### config.mk
export PLATFORM = sky130hd
export DESIGN_NAME = wb_stage_reg
export DESIGN_NICKNAME = d
export VERILOG_FILES = /design/src/rtl/wb_stage_reg.sv
export SDC_FILE = /design/constraint.sdc
export NUM_CORES = 1
export LEC_CHECK = 0
export ABC_AREA = 1
export BUFFER_PORTS_ARGS = -buffer_cell sky130_fd_sc_hd__buf_2
export CAP_MARGIN = 25
export CORE_ASPECT_RATIO = 0.8
export CORE_MARGIN = 4
export CORE_UTILIZATION = 35
export CTS_CLUSTER_SIZE = 28
export DETAILED_ROUTE_END_ITERATION = 10
export PLACE_DENSITY = 0.64
export SYNTH_ARGS = -nofsm -noshare
export SYNTH_HDL_FRONTEND = slang
export SYNTH_SLANG_ARGS = --single-unit
### constraint.sdc
create_clock -name clk -period 2.2 [get_ports clk]
set_input_delay 0 -clock clk [delete_from_list [all_inputs] [get_ports clk]]
set_output_delay 0 -clock clk [all_outputs]
set_load 0.03 [all_outputs]
### src/rtl/wb_stage_reg.sv
// MEM->WB pipeline register: carries per-lane register writes and one merged
// HI/LO write into write-back, resolves same-bundle conflicts, counts retirements.
module wb_stage_reg #(
  parameter int LANES   = 2,
  parameter int DATA_W  = 32,
  parameter int RA_W    = 5,
  parameter int STALL_W = 6,
  parameter int STAGE   = 4,
  parameter int RCNT_W  = 32
) (
  input  logic                     clk,
  input  logic                     rst,
  input  logic [STALL_W-1:0]       stall,
  input  logic                     flush,
  input  logic [LANES-1:0]         mem_valid,
  input  logic [LANES-1:0]         mem_wreg,
  input  logic [LANES*RA_W-1:0]    mem_wd,
  input  logic [LANES*DATA_W-1:0]  mem_wdata,
  input  logic [LANES-1:0]         mem_whilo,
  input  logic [LANES*DATA_W-1:0]  mem_hi,
  input  logic [LANES*DATA_W-1:0]  mem_lo,
  output logic [LANES-1:0]         wb_valid,
  output logic [LANES-1:0]         wb_wreg,
  output logic [LANES*RA_W-1:0]    wb_wd,
  output logic [LANES*DATA_W-1:0]  wb_wdata,
  output logic                     wb_whilo,
  output logic [DATA_W-1:0]        wb_hi,
  output logic [DATA_W-1:0]        wb_lo,
  output logic [RCNT_W-1:0]        retire_cnt
);

  localparam int PC_W = $clog2(LANES + 1);

  typedef enum logic [1:0] {
    ACT_HOLD   = 2'd0,
    ACT_LOAD   = 2'd1,
    ACT_BUBBLE = 2'd2
  } act_t;

  act_t                    act_s;
  logic [LANES-1:0]        eff_s;
  logic [LANES-1:0]        wreg_s;
  logic                    hilo_s;
  logic [DATA_W-1:0]       hi_s;
  logic [DATA_W-1:0]       lo_s;
  logic [PC_W-1:0]         pop_s;

  logic [LANES-1:0]        wb_valid_r;
  logic [LANES-1:0]        wb_wreg_r;
  logic [LANES*RA_W-1:0]   wb_wd_r;
  logic [LANES*DATA_W-1:0] wb_wdata_r;
  logic                    wb_whilo_r;
  logic [DATA_W-1:0]       wb_hi_r;
  logic [DATA_W-1:0]       wb_lo_r;
  logic [RCNT_W-1:0]       retire_cnt_r;

  // Decide this edge's action; flush wins over any stall combination
  always_comb begin
    act_s = ACT_HOLD;
    if (flush) begin
      act_s = ACT_BUBBLE;
    end else if (!stall[STAGE]) begin
      act_s = ACT_LOAD;
    end else if (!stall[STAGE+1]) begin
      act_s = ACT_BUBBLE;
    end else begin
      act_s = ACT_HOLD;
    end
  end

  // Same-destination writes inside a bundle: a higher lane masks every lower one
  always_comb begin
    eff_s  = mem_wreg & mem_valid;
    wreg_s = eff_s;
    for (int i = 0; i < LANES; i++) begin
      for (int j = i + 1; j < LANES; j++) begin
        wreg_s[i] = wreg_s[i] &
                    ~(eff_s[j] & (mem_wd[i*RA_W +: RA_W] == mem_wd[j*RA_W +: RA_W]));
      end
    end
  end

  // HI/LO merge (ascending scan so the highest writing lane is kept) and valid popcount
  always_comb begin
    hilo_s = 1'b0;
    hi_s   = {DATA_W{1'b0}};
    lo_s   = {DATA_W{1'b0}};
    pop_s  = {PC_W{1'b0}};
    for (int i = 0; i < LANES; i++) begin
      pop_s = pop_s + PC_W'(mem_valid[i]);
      if (mem_whilo[i] & mem_valid[i]) begin
        hilo_s = 1'b1;
        hi_s   = mem_hi[i*DATA_W +: DATA_W];
        lo_s   = mem_lo[i*DATA_W +: DATA_W];
      end else begin
        hilo_s = hilo_s;
      end
    end
  end

  // Pipeline register and retire counter
  always_ff @(posedge clk) begin
    if (rst) begin
      wb_valid_r   <= {LANES{1'b0}};
      wb_wreg_r    <= {LANES{1'b0}};
      wb_wd_r      <= {(LANES*RA_W){1'b0}};
      wb_wdata_r   <= {(LANES*DATA_W){1'b0}};
      wb_whilo_r   <= 1'b0;
      wb_hi_r      <= {DATA_W{1'b0}};
      wb_lo_r      <= {DATA_W{1'b0}};
      retire_cnt_r <= {RCNT_W{1'b0}};
    end else begin
      case (act_s)
        ACT_LOAD: begin
          wb_valid_r   <= mem_valid;
          wb_wreg_r    <= wreg_s;
          wb_wd_r      <= mem_wd;
          wb_wdata_r   <= mem_wdata;
          wb_whilo_r   <= hilo_s;
          wb_hi_r      <= hi_s;
          wb_lo_r      <= lo_s;
          retire_cnt_r <= retire_cnt_r + RCNT_W'(pop_s);
        end
        ACT_BUBBLE: begin
          wb_valid_r   <= {LANES{1'b0}};
          wb_wreg_r    <= {LANES{1'b0}};
          wb_wd_r      <= {(LANES*RA_W){1'b0}};
          wb_wdata_r   <= {(LANES*DATA_W){1'b0}};
          wb_whilo_r   <= 1'b0;
          wb_hi_r      <= {DATA_W{1'b0}};
          wb_lo_r      <= {DATA_W{1'b0}};
          retire_cnt_r <= retire_cnt_r;
        end
        default: begin
          retire_cnt_r <= retire_cnt_r;
        end
      endcase
    end
  end

  assign wb_valid   = wb_valid_r;
  assign wb_wreg    = wb_wreg_r;
  assign wb_wd      = wb_wd_r;
  assign wb_wdata   = wb_wdata_r;
  assign wb_whilo   = wb_whilo_r;
  assign wb_hi      = wb_hi_r;
  assign wb_lo      = wb_lo_r;
  assign retire_cnt = retire_cnt_r;

endmodule
* After elaboration in Yosys (flattened, before gate mapping)
Index checks and enable logic that the tools add are counted.
Cells by class: reduce and logical (&&, ||, !) cells 1, add/sub/neg operators 2, eq/ne operators 3, bitwise gates (word level) 6, mux-type cells 16
Operator list (number):
- 2-to-1 mux 32 bit | 4
- one-hot mux 32 bit (2 select lines) | 2
- one-hot mux 64 bit (2 select lines) | 1
- adder 32 x 2 -> 32 bit | 1
- one-hot mux 10 bit (2 select lines) | 1
- one-hot mux 2 bit (2 select lines) | 2
- 2-to-1 mux 2 bit | 3
- equality test 5 bit | 1
- bitwise AND 1 bit | 4
- adder 1 x 1 -> 2 bit | 1
- bitwise AND 2 bit | 1
- equality test 2 x 1 -> 1 bit, second input constant | 1
- equality test 2 bit, second input constant | 1
- 2-to-1 mux 1 bit | 2
- one-hot mux 1 bit (2 select lines) | 1
- nonzero test 2 bit | 1
- NOT 1 bit | 1
Storage, ports and cells: logic and storage cells 36, input port bits 217, flip-flop bits (word level) 175

* Logic depth before layout (Yosys ltp)
Gate-level depths: netlist (run 1).
word-level depth 5, depth in mapped cells 11, mapped depth without buffers 11

* Least setup slack after synthesis (run 1)
No wires, ideal clock.
kind register to register, start point register retire_cnt_r[0], in the netlist retire_cnt[0], end point register retire_cnt_r[18], in the netlist retire_cnt[18], period minus slack after synthesis 1.953 ns, path buffers 0, setup time 0.116 ns, data arrival time 1.837 ns, cell stages (with the launch flop) 10, setup slack 0.247 ns, cells stage by stage dfxtp_1 > inv_1 > fa_1 > inv_1 > ha_1 > nand3_2 > nor2_1 > nand3_1 > o21ai_0 > nor2_1
On the way: longest elaborated chain between the ends 1
Ends and longest elaborated chain:
- start: declaration | RTL line 55 | logic [RCNT_W-1:0] retire_cnt_r;
- start signal: assignment | RTL line 111 | retire_cnt_r <= {RCNT_W{1'b0}};
- start signal: assignment | RTL line 122 | retire_cnt_r <= retire_cnt_r + RCNT_W'(pop_s);
- start signal: assignment | RTL line 132 | retire_cnt_r <= retire_cnt_r;
- adder 32 x 2 -> 32 bit | RTL line 122
Every way passes these cells. A chain may end at the register's enable or synchronous reset.

* Worst setup path in the final report (run 1)
start point input port mem_valid[1], end point register wb_lo_r[5], in the netlist wb_lo[5]
On the way: longest elaborated chain between the ends 3
Ends and longest elaborated chain:
- start: declaration | RTL line 15 | input logic [LANES-1:0] mem_valid,
- bitwise AND 1 bit | RTL line 91 | if (mem_whilo[i] & mem_valid[i]) begin
- 2-to-1 mux 32 bit | RTL line 91
- one-hot mux 32 bit (2 select lines) | RTL line 113 | case (act_s)
- end signal: assignment | RTL line 110 | wb_lo_r <= {DATA_W{1'b0}};
- end signal: assignment | RTL line 121 | wb_lo_r <= lo_s;
- end signal: assignment | RTL line 131 | wb_lo_r <= {DATA_W{1'b0}};
- end: declaration | RTL line 54 | logic [DATA_W-1:0] wb_lo_r;
Every way passes these cells.

==> flow_summary.json, run 1 <==
{
  "status": "finished clean",
  "p_leak_nw": 5.25,
  "grt_pass1_vias": 8591,
  "slowest_stage": "dlygate4sd3_1",
  "dieArea_mm2": 0.0238,
  "slowest_delay_ns": 0.61,
  "cp_max_fo": 61,
  "syn_area_per_cell_um2": 7.44,
  "finalCoreUtilization_pct": 58.7,
  "synth.distinct_cells": 31,
  "core_mm2": 0.0209,
  "fin_nets": 1782,
  "clk_pin_slew_ns": 0.07,
  "wire_per_inst_um": 15.6,
  "drive_gt1_share_pct": 31.5,
  "initial_core_util_pct": 35.9,
  "timing.fmax_mhz": 491,
  "synth_area_mm2": 0.00749,
  "gr-total-overflow": 0,
  "yosysSeqAreaShare_pct": 46.8,
  "cts_buffers": 17,
  "hold_depth": 4,
  "pwr-share-comb_pct": 14.1,
  "r2r-end": "retire_cnt[16]",
  "synth-simple-area-share_pct": 27.2,
  "mostFrequentLayoutCells": "buf_2, nand2_1, dlygate4sd3_1, dfxtp_1, a21oi_1",
  "hold_path_end": "wb_lo[3]",
  "path_cells": "dlygate4sd3_1 -> buf_2 -> nand2_2 -> buf_4 -> or2_2 -> o211ai_1 -> dlygate4sd3_1 -> a21oi_1",
  "synth_xor_area_share_pct": 0.819,
  "clockBufferDepth": 2,
  "pwr-share-seq_pct": 44.3,
  "post-route-drc-count": 0,
  "worstMarginPinSlew_ns": 0.857,
  "slew_headroom_pct": 42.9,
  "fp.dieH_um": 139,
  "synth_compound_area_share_pct": 17.9,
  "finalCritPeriodShare_pct": 92.6,
  "hpwlAfterDp_mm": 19.3,
  "design_area_mm2": 0.0123,
  "dr.pass1.iters": 5,
  "pwr_density_cell_mw_per_mm2": 602,
  "dpl_cell_area_mm2": 0.00960,
  "rsz0062_at_grt": "true",
  "dieWidth_um": 172,
  "syn2layout_area_growth_pct": 63.7,
  "grt_use_total_pct": 23.2,
  "grt_pass1_wl_mm": 44.7,
  "vias": 8871,
  "synth_mux_area_share_pct": 0,
  "total_power_mw": 7.38,
  "avgViaCountPerCell": 4.80,
  "rows": 47,
  "cts_tree": "built",
  "worstSetupStartpointType": "primary input",
  "irDropWorstVdd_v": 0.000434,
  "holdCritPathClass": "primary input to register",
  "clkSinkCount": 175,
  "p_int_mw": 5.37,
  "grt_max_degree": 78,
  "swShare_pct": 27.2,
  "drt_first_iter_violations": 473,
  "critPathKind": "primary input to register",
  "yosys_warnings": 0,
  "cts_root_buf": "clkbuf_16",
  "ys_seq_elements": 175,
  "drv_slew": 0,
  "maxCapViolations": 0,
  "hp-start": "mem_lo[35]",
  "setup_viol": 0,
  "num_io_pins": 392,
  "r2r_setup_slack_ns": 0.24,
  "power_switching_mw": 2.01,
  "antenna_found_initial": 2,
  "synth_top_family_by_area": "simple AND/OR/NAND/NOR gates",
  "critPathArrivalTime_ns": 2.39,
  "final_common_cell": "buf_2",
  "worstRegToRegCells": 10,
  "io_buffers": 387,
  "cp-end-kind": "register",
  "worstReg2RegStart": "retire_cnt[0]",
  "setup-tns-final_ns": 0,
  "synthCells": 1006,
  "min_period_ns": 2.04,
  "hold_violations": 0,
  "htree_levels": 4,
  "synth_fa_ha_area_share_pct": 0.435,
  "clock_skew_ns": 0.0122,
  "crit_top_cell": "dlygate4sd3_1",
  "worstSkewPairLatency_ns": 0.43,
  "postRouteAntennaNets": 0,
  "p_clk_share_pct": 41.6,
  "post_cts_buffers": 0,
  "syn-num-nets": 1225,
  "critPathRequiredTime_ns": 2.55,
  "gp_congestion": 0.877,
  "wirelength_mm": 28.9
}
power groups by stage:
stage	registers [mW]	logic (mW)	clock network, mW
after floorplan	3.48	0.284	0
after global placement	3.34	0.774	0
after detailed placement	3.34	0.777	0
after CTS	3.27	1.03	3.15
after global routing	3.28	1.12	3.30
final	3.27	1.04	3.07
how the worst max path moves through the flow:
stage | start | to | slack [ns] | cells past startpoint
6_report | mem_valid[1] | wb_lo[5] | 0.16 | 8
5_1_grt | mem_valid[0] | retire_cnt[28] | -0.004 | 12
4_1_cts | mem_valid[1] | wb_hi[28] | 0.09 | 8
3_5_place_dp | retire_cnt[0] | retire_cnt[16] | 0.27 | 11
3_3_place_gp | retire_cnt[0] | retire_cnt[18] | 0.32 | 9
2_1_floorplan | retire_cnt[0] | retire_cnt[18] | 0.25 | 9
layout make-up:
class | count | area, um2
clock inverters | 14 | 170
inverters | 57 | 219
well taps | 269 | 337
multi-input cells | 711 | 3490
fillers | 1857 | 8620
repair buffers | 601 | 4100
diodes | 2 | 5.00
flip-flops and latches | 175 | 3500
clock buffers | 18 | 429
stage by stage:
stage / instances / hold slack [ns] / worst slack, ns
floorplan: 1006 / 0.148 / 0.247
global placement: 1610 / 0.254 / 0.318
detailed placement: 1610 / 0.257 / 0.266
CTS: 1845 / 0.00482 / 0.0906
global route: 1847 / 0.0420 / -0.00362
finish: 1847 / 0.0240 / 0.162
layer usage:
metal | up-vias | track usage, % | wire, um
li1 | 4409 | - | -
met1 | 4053 | 27.6 | 11900
met2 | 352 | 39.3 | 13800
met3 | 57 | 5.56 | 2140
met4 | 0 | 10.5 | 1070
met5 | - | 0 | 0
Yosys cell counts:
master / instances / area share [%]
nor2_2: 3 / 0.25
or2_0: 10 / 0.84
or2_2: 54 / 4.5
nor3_1: 2 / 0.13
o211ai_1: 64 / 6.4
clkbuf_1: 36 / 1.8
o21bai_1: 1 / 0.10
nor2_1: 65 / 3.3
nand2_2: 1 / 0.084
nor2_4: 3 / 0.45
inv_1: 54 / 2.7
buf_6: 5 / 0.75
xnor2_1: 2 / 0.23
o21ai_0: 12 / 0.80
a21oi_2: 1 / 0.12
and2_1: 1 / 0.084
fa_1: 1 / 0.27
buf_2: 19 / 1.3
buf_4: 1 / 0.10
dfxtp_1: 175 / 47
buf_1: 2 / 0.10
nand2_1: 289 / 14
ha_1: 1 / 0.17
a21oi_1: 155 / 10
o21a_1: 1 / 0.10
inv_2: 3 / 0.15
nand3_2: 1 / 0.13
xor2_1: 5 / 0.58
nand3b_1: 1 / 0.10
nand4_1: 17 / 1.4
nand3_1: 21 / 1.4
kinds of logic after synthesis:
| group | count (synthesis) |
|---|---|
| AND/OR/NAND/NOR | 468 |
| AO/OA/AOI/OAI | 234 |
| flip-flops | 175 |
| buffers and inverters | 120 |
| XOR/XNOR | 7 |
| adder cells (fa/ha/maj) | 2 |
state kept, by name (all words and copies together) (netlist names):
register    flops
wb_wdata       64
retire_cnt     32
wb_hi          32
wb_lo          32
wb_wd          10
wb_valid        2
wb_wreg         2
wb_whilo        1
critical path, delay by kind of cell:
family          cells  cell delay [ns]
buf+inv             4             1.74
compound gates      2             0.22
simple gates        2             0.38
what timing repair did:
item                                   4_1_cts  5_1_grt
setup endpoints to repair                    0       17
hold buffers                               203        0
endpoints found under the hold margin      145        0
resized for setup                            0        5
Power figures use the tool's default switching activity.
==> run 2: changes to the inputs <==
- PLACE_DENSITY: 0.64 -> 0.65
==> flow_summary.json, run 2 (synthesis results as in run 1) <==
{
  "hpwlAfterDp_mm": 18.9,
  "finalCritPeriodShare_pct": 90.5,
  "p_leak_nw": 5.22,
  "critPathKind": "primary input to register",
  "avgViaCountPerCell": 4.78,
  "grt_pass1_wl_mm": 44.4,
  "status": "finished clean",
  "cts_root_buf": "clkbuf_16",
  "slew_headroom_pct": 44.9,
  "htree_levels": 4,
  "clkSinkCount": 175,
  "cp-end-kind": "register",
  "worstSetupStartpointType": "primary input",
  "post_cts_buffers": 0,
  "dieWidth_um": 172,
  "rsz0062_at_grt": "false",
  "maxCapViolations": 0,
  "setup-tns-final_ns": 0,
  "pwr-share-comb_pct": 14.4,
  "fp.dieH_um": 139,
  "wirelength_mm": 29.0,
  "worstSkewPairLatency_ns": 0.42,
  "hold_violations": 0,
  "fin_nets": 1780,
  "grt_use_total_pct": 23.1,
  "final_common_cell": "buf_2",
  "dr.pass1.iters": 6,
  "setup_viol": 0,
  "clock_skew_ns": 0.0106,
  "initial_core_util_pct": 35.9,
  "grt_pass1_vias": 8663,
  "cts_tree": "built",
  "postRouteAntennaNets": 0,
  "antenna_found_initial": 1,
  "critPathRequiredTime_ns": 2.54,
  "dp_cells": 1608,
  "clk_pin_slew_ns": 0.07,
  "pwr-share-seq_pct": 45.2,
  "post-route-drc-count": 0,
  "power_switching_mw": 1.99,
  "io_buffers": 387,
  "syn2layout_area_growth_pct": 62.9,
  "core_mm2": 0.0209,
  "grt_max_degree": 150,
  "num_io_pins": 392,
  "mostFrequentLayoutCells": "buf_2, nand2_1, dlygate4sd3_1, dfxtp_1, a21oi_1",
  "largest_register_ffs": 64,
  "swShare_pct": 27.5,
  "rows": 47,
  "irDropWorstVdd_v": 0.000443,
  "critPathArrivalTime_ns": 2.33,
  "clockBufferDepth": 2,
  "worstMarginPinSlew_ns": 0.825,
  "p_clk_share_pct": 40.4,
  "drv_slew": 0,
  "holdCritPathClass": "primary input to register",
  "min_period_ns": 1.99,
  "pwr_density_cell_mw_per_mm2": 594,
  "cts_buffers": 17,
  "drt_first_iter_violations": 459,
  "wire_per_inst_um": 15.7,
  "dieArea_mm2": 0.0238,
  "cp_max_fo": 65,
  "p_int_mw": 5.25,
  "gp_congestion": 0.881,
  "drive_gt1_share_pct": 31.3,
  "instances_no_fill": 1844,
  "vias": 8810,
  "timing.hold.ws_ns": 0.0293,
  "timing.fmax_mhz": 502,
  "gr-total-overflow": 0
}
-- run 2: metal layers --
| layer | up-vias | share of wire [%] | track usage (%) |
|---|---|---|---|
| met5 | - | 0 | 0 |
| met4 | 0 | 5.1 | 12.3 |
| met3 | 68 | 7.9 | 6.13 |
| met2 | 365 | 47 | 38.9 |
| met1 | 3978 | 40 | 26.8 |
| li1 | 4399 | - | - |
-- run 2: what timing repair did --
item	CTS	global route
endpoints found under the hold margin	143	0
hold buffers	203	0
resized for setup	0	0
-- run 2: worst paths after layout --
kind | from | to | slack, ns | depth (start not counted)
hold reg to reg | wb_wdata[38] | wb_wdata[38] | 0.46 | 2
setup reg to reg | retire_cnt[0] | retire_cnt[16] | 0.31 | 11
hold / removal | mem_lo[32] | wb_lo[0] | 0.03 | 4
setup / recovery | stall[4] | wb_hi[22] | 0.21 | 9
-- run 2: cell type report --
cell class	instances	area, um2
Fill cell	1846	8680
Clock inverter	14	145
Antenna cell	1	2.50
Clock buffer	18	429
Inverter	57	216
Timing Repair Buffer	599	4090
Sequential cell	175	3500
Multi-Input combinational cell	711	3470
Tap cell	269	337
-- run 2: critical path: stages --
cell	delay [ns]
dlygate4sd3_1	0.54
buf_2	0.14
nor2_4	0.18
inv_2	0.10
a21oi_4	0.14
buf_12	0.25
o211ai_1	0.18
dlygate4sd3_1	0.59
a21oi_1	0.12
-- run 2: power groups by stage --
stage	logic [mW]	clock network (mW)	registers, mW
2_1_floorplan	0.284	0	3.48
3_3_place_gp	0.770	0	3.34
3_5_place_dp	0.775	0	3.34
4_1_cts	1.02	3.03	3.27
5_1_grt	1.12	3.15	3.28
6_report	1.04	2.93	3.27
-- run 2: metrics by stage --
stage                     area [um2]  worst slack (ns)  total power [mW]  utilization, %
after floorplan                 7490             0.247              3.77               -
after global placement          9590             0.328              4.11            45.9
after detailed placement        9590             0.289              4.12            45.9
after CTS                      12200             0.291              7.32            58.4
after global routing           12200            0.0608              7.55            58.4
final                          12200             0.208              7.24            58.4
==> run 3: changes to the inputs <==
- REMOVE_ABC_BUFFERS: unset -> 1
==> flow_summary.json, run 3 (synthesis results as in run 1) <==
{
  "status": "finished clean",
  "swShare_pct": 25.7,
  "vias": 8890,
  "multi_input_area_mm2": 0.00347,
  "hold_path_end": "wb_lo[28]",
  "power_switching_mw": 1.93,
  "cts_buffers": 17,
  "cts_tree": "built",
  "worstRegToRegCells": 11,
  "critical-path-top-delay-family": "buffers and inverters",
  "hold_depth": 4,
  "grtUsageMet3_pct": 8.04,
  "worstSkewPairLatency_ns": 0.42,
  "instances_no_fill": 1843,
  "slowest_delay_ns": 0.60,
  "mostFrequentLayoutCells": "buf_2, nand2_1, dlygate4sd3_1, dfxtp_1, a21oi_1",
  "clockBufferDepth": 2,
  "pwr_density_cell_mw_per_mm2": 614,
  "wirelength_mm": 29.0,
  "grt_pass1_vias": 8870,
  "setup-tns-final_ns": 0,
  "total_power_mw": 7.51,
  "initial_core_util_pct": 35.9,
  "dieWidth_um": 172,
  "io_buffers": 387,
  "hpwlAfterDp_mm": 19.6,
  "r2r-end": "retire_cnt[16]",
  "largest_register_ffs": 64,
  "cp_num_buf_inv": 5,
  "rsz0062_at_grt": "true",
  "worstSetupStartpointType": "primary input",
  "ff_latch_area_mm2": 0.00350,
  "busiest_layer": "met2",
  "cts_root_buf": "clkbuf_16",
  "clock_skew_ns": 0.0109,
  "antenna_found_initial": 1,
  "htree_levels": 4,
  "final_common_cell": "buf_2",
  "clk_pin_slew_ns": 0.07,
  "p_int_mw": 5.58,
  "gr-total-overflow": 0,
  "hold_violations": 0,
  "dr.pass1.iters": 5,
  "post_cts_resized": 0,
  "crit_top_cell": "dlygate4sd3_1",
  "maxCapViolations": 0,
  "grt.met1_usage_pct": 27.7,
  "worstReg2RegStart": "retire_cnt[0]",
  "design_area_mm2": 0.0122,
  "dp_slack_ns": 0.225,
  "rows": 47,
  "avgViaCountPerCell": 4.82,
  "cp-end-kind": "register",
  "grt_max_degree": 150,
  "dp_cells": 1613,
  "pwr-share-seq_pct": 43.6,
  "irDropWorstVdd_v": 0.000428,
  "cp_max_fo": 65,
  "drt_first_iter_violations": 580,
  "grt_use_total_pct": 23.5,
  "nFillCells": 1802,
  "hp-start": "mem_lo[60]",
  "p_clk_share_pct": 42.5,
  "finalCritPeriodShare_pct": 91.0,
  "min_period_ns": 2.00,
  "grt_pass1_wl_mm": 45.6,
  "pwr-share-comb_pct": 13.9,
  "core_mm2": 0.0209,
  "fin_nets": 1779,
  "worst_slack_ns": 0.199,
  "setup_viol": 0,
  "r2r_setup_slack_ns": 0.21,
  "worstMarginPinSlew_ns": 0.772,
  "post-route-drc-count": 0,
  "wire_per_inst_um": 15.7,
  "slew_headroom_pct": 48.5,
  "dieArea_mm2": 0.0238,
  "drv_slew": 0,
  "slowest_stage": "dlygate4sd3_1",
  "postRouteAntennaNets": 0,
  "grt_use_met2_pct": 38.8,
  "critPathKind": "primary input to register",
  "fp.dieH_um": 139,
  "syn2layout_area_growth_pct": 63.3,
  "critPathRequiredTime_ns": 2.54,
  "critPathArrivalTime_ns": 2.34,
  "dpl_cell_area_mm2": 0.00964,
  "holdCritPathClass": "primary input to register",
  "drive_gt1_share_pct": 31.7,
  "clkSinkCount": 175,
  "num_io_pins": 392,
  "gp_congestion": 0.926,
  "p_leak_nw": 5.26,
  "path_cells": "dlygate4sd3_1 -> buf_2 -> nor2_4 -> inv_2 -> a21oi_4 -> buf_12 -> o211ai_1 -> dlygate4sd3_1 -> a21oi_1",
  "timing.fmax_mhz": 500
}
## run 3: cell types whose count changed in the layout (fill, tap and decap cells not counted), moves of 2 or more
| cell | before | now |
|---|---|---|
| buf_4 | 6 | 10 |
| bufinv_16 | 0 | 3 |
| clkinv_4 | 2 | 0 |
| clkinv_8 | 2 | 0 |
| dlygate4sd3_1 | 203 | 197 |
| inv_6 | 1 | 5 |
| inv_8 | 5 | 1 |
## run 3: worst min-delay path, stage by stage
cell,delay (ns)
buf_2,0.10
or2_2,0.10
o211ai_1,0.08
a21oi_1,0.12
## run 3: per-layer routing
metal,part of all wire (%),vias up
met5,0,-
met4,3.9,0
met3,9.1,75
met2,47,363
met1,40,4054
li1,-,4398
## run 3: timing repair
action,in CTS,in global routing
hold endpoints to repair,143,0
setup endpoints to repair,0,2
hold buffers,197,0
buffers inserted,0,0
## run 3: layout make-up
cell class | count | share of cell area [%]
multi-input cells | 711 | 28.4
diodes | 1 | 0.0205
flip-flops and latches | 175 | 28.7
inverters | 57 | 1.77
well taps | 269 | 2.75
clock inverters | 13 | 1.41
clock buffers | 19 | 3.62
repair buffers | 598 | 33.4
## run 3: how the worst max path moves through the flow
| stage | startpoint | to | depth (start not counted) |
|---|---|---|---|
| after global routing | retire_cnt[0] | retire_cnt[26] | 10 |
| after floorplan | flush | wb_hi[0] | 5 |
| after detailed placement | retire_cnt[0] | retire_cnt[16] | 11 |
| final | flush | wb_hi[11] | 9 |
| after global placement | retire_cnt[0] | retire_cnt[18] | 9 |
| after CTS | retire_cnt[0] | retire_cnt[16] | 11 |
## run 3: power by group through the flow
stage | logic [mW] | clock network, mW | registers, mW
after detailed placement | 0.783 | 0 | 3.34
after CTS | 1.03 | 3.25 | 3.27
after global placement | 0.777 | 0 | 3.34
final | 1.04 | 3.20 | 3.27
after floorplan | 0.219 | 0 | 3.48
after global routing | 1.13 | 3.37 | 3.28
## run 3: per-stage QoR
step                hold slack, ns  util, %
floorplan                   0.0691        -
CTS                       0.000524     58.6
global placement             0.254     46.2
global route                0.0312     58.6
finish                      0.0200     58.6
detailed placement           0.258     46.2
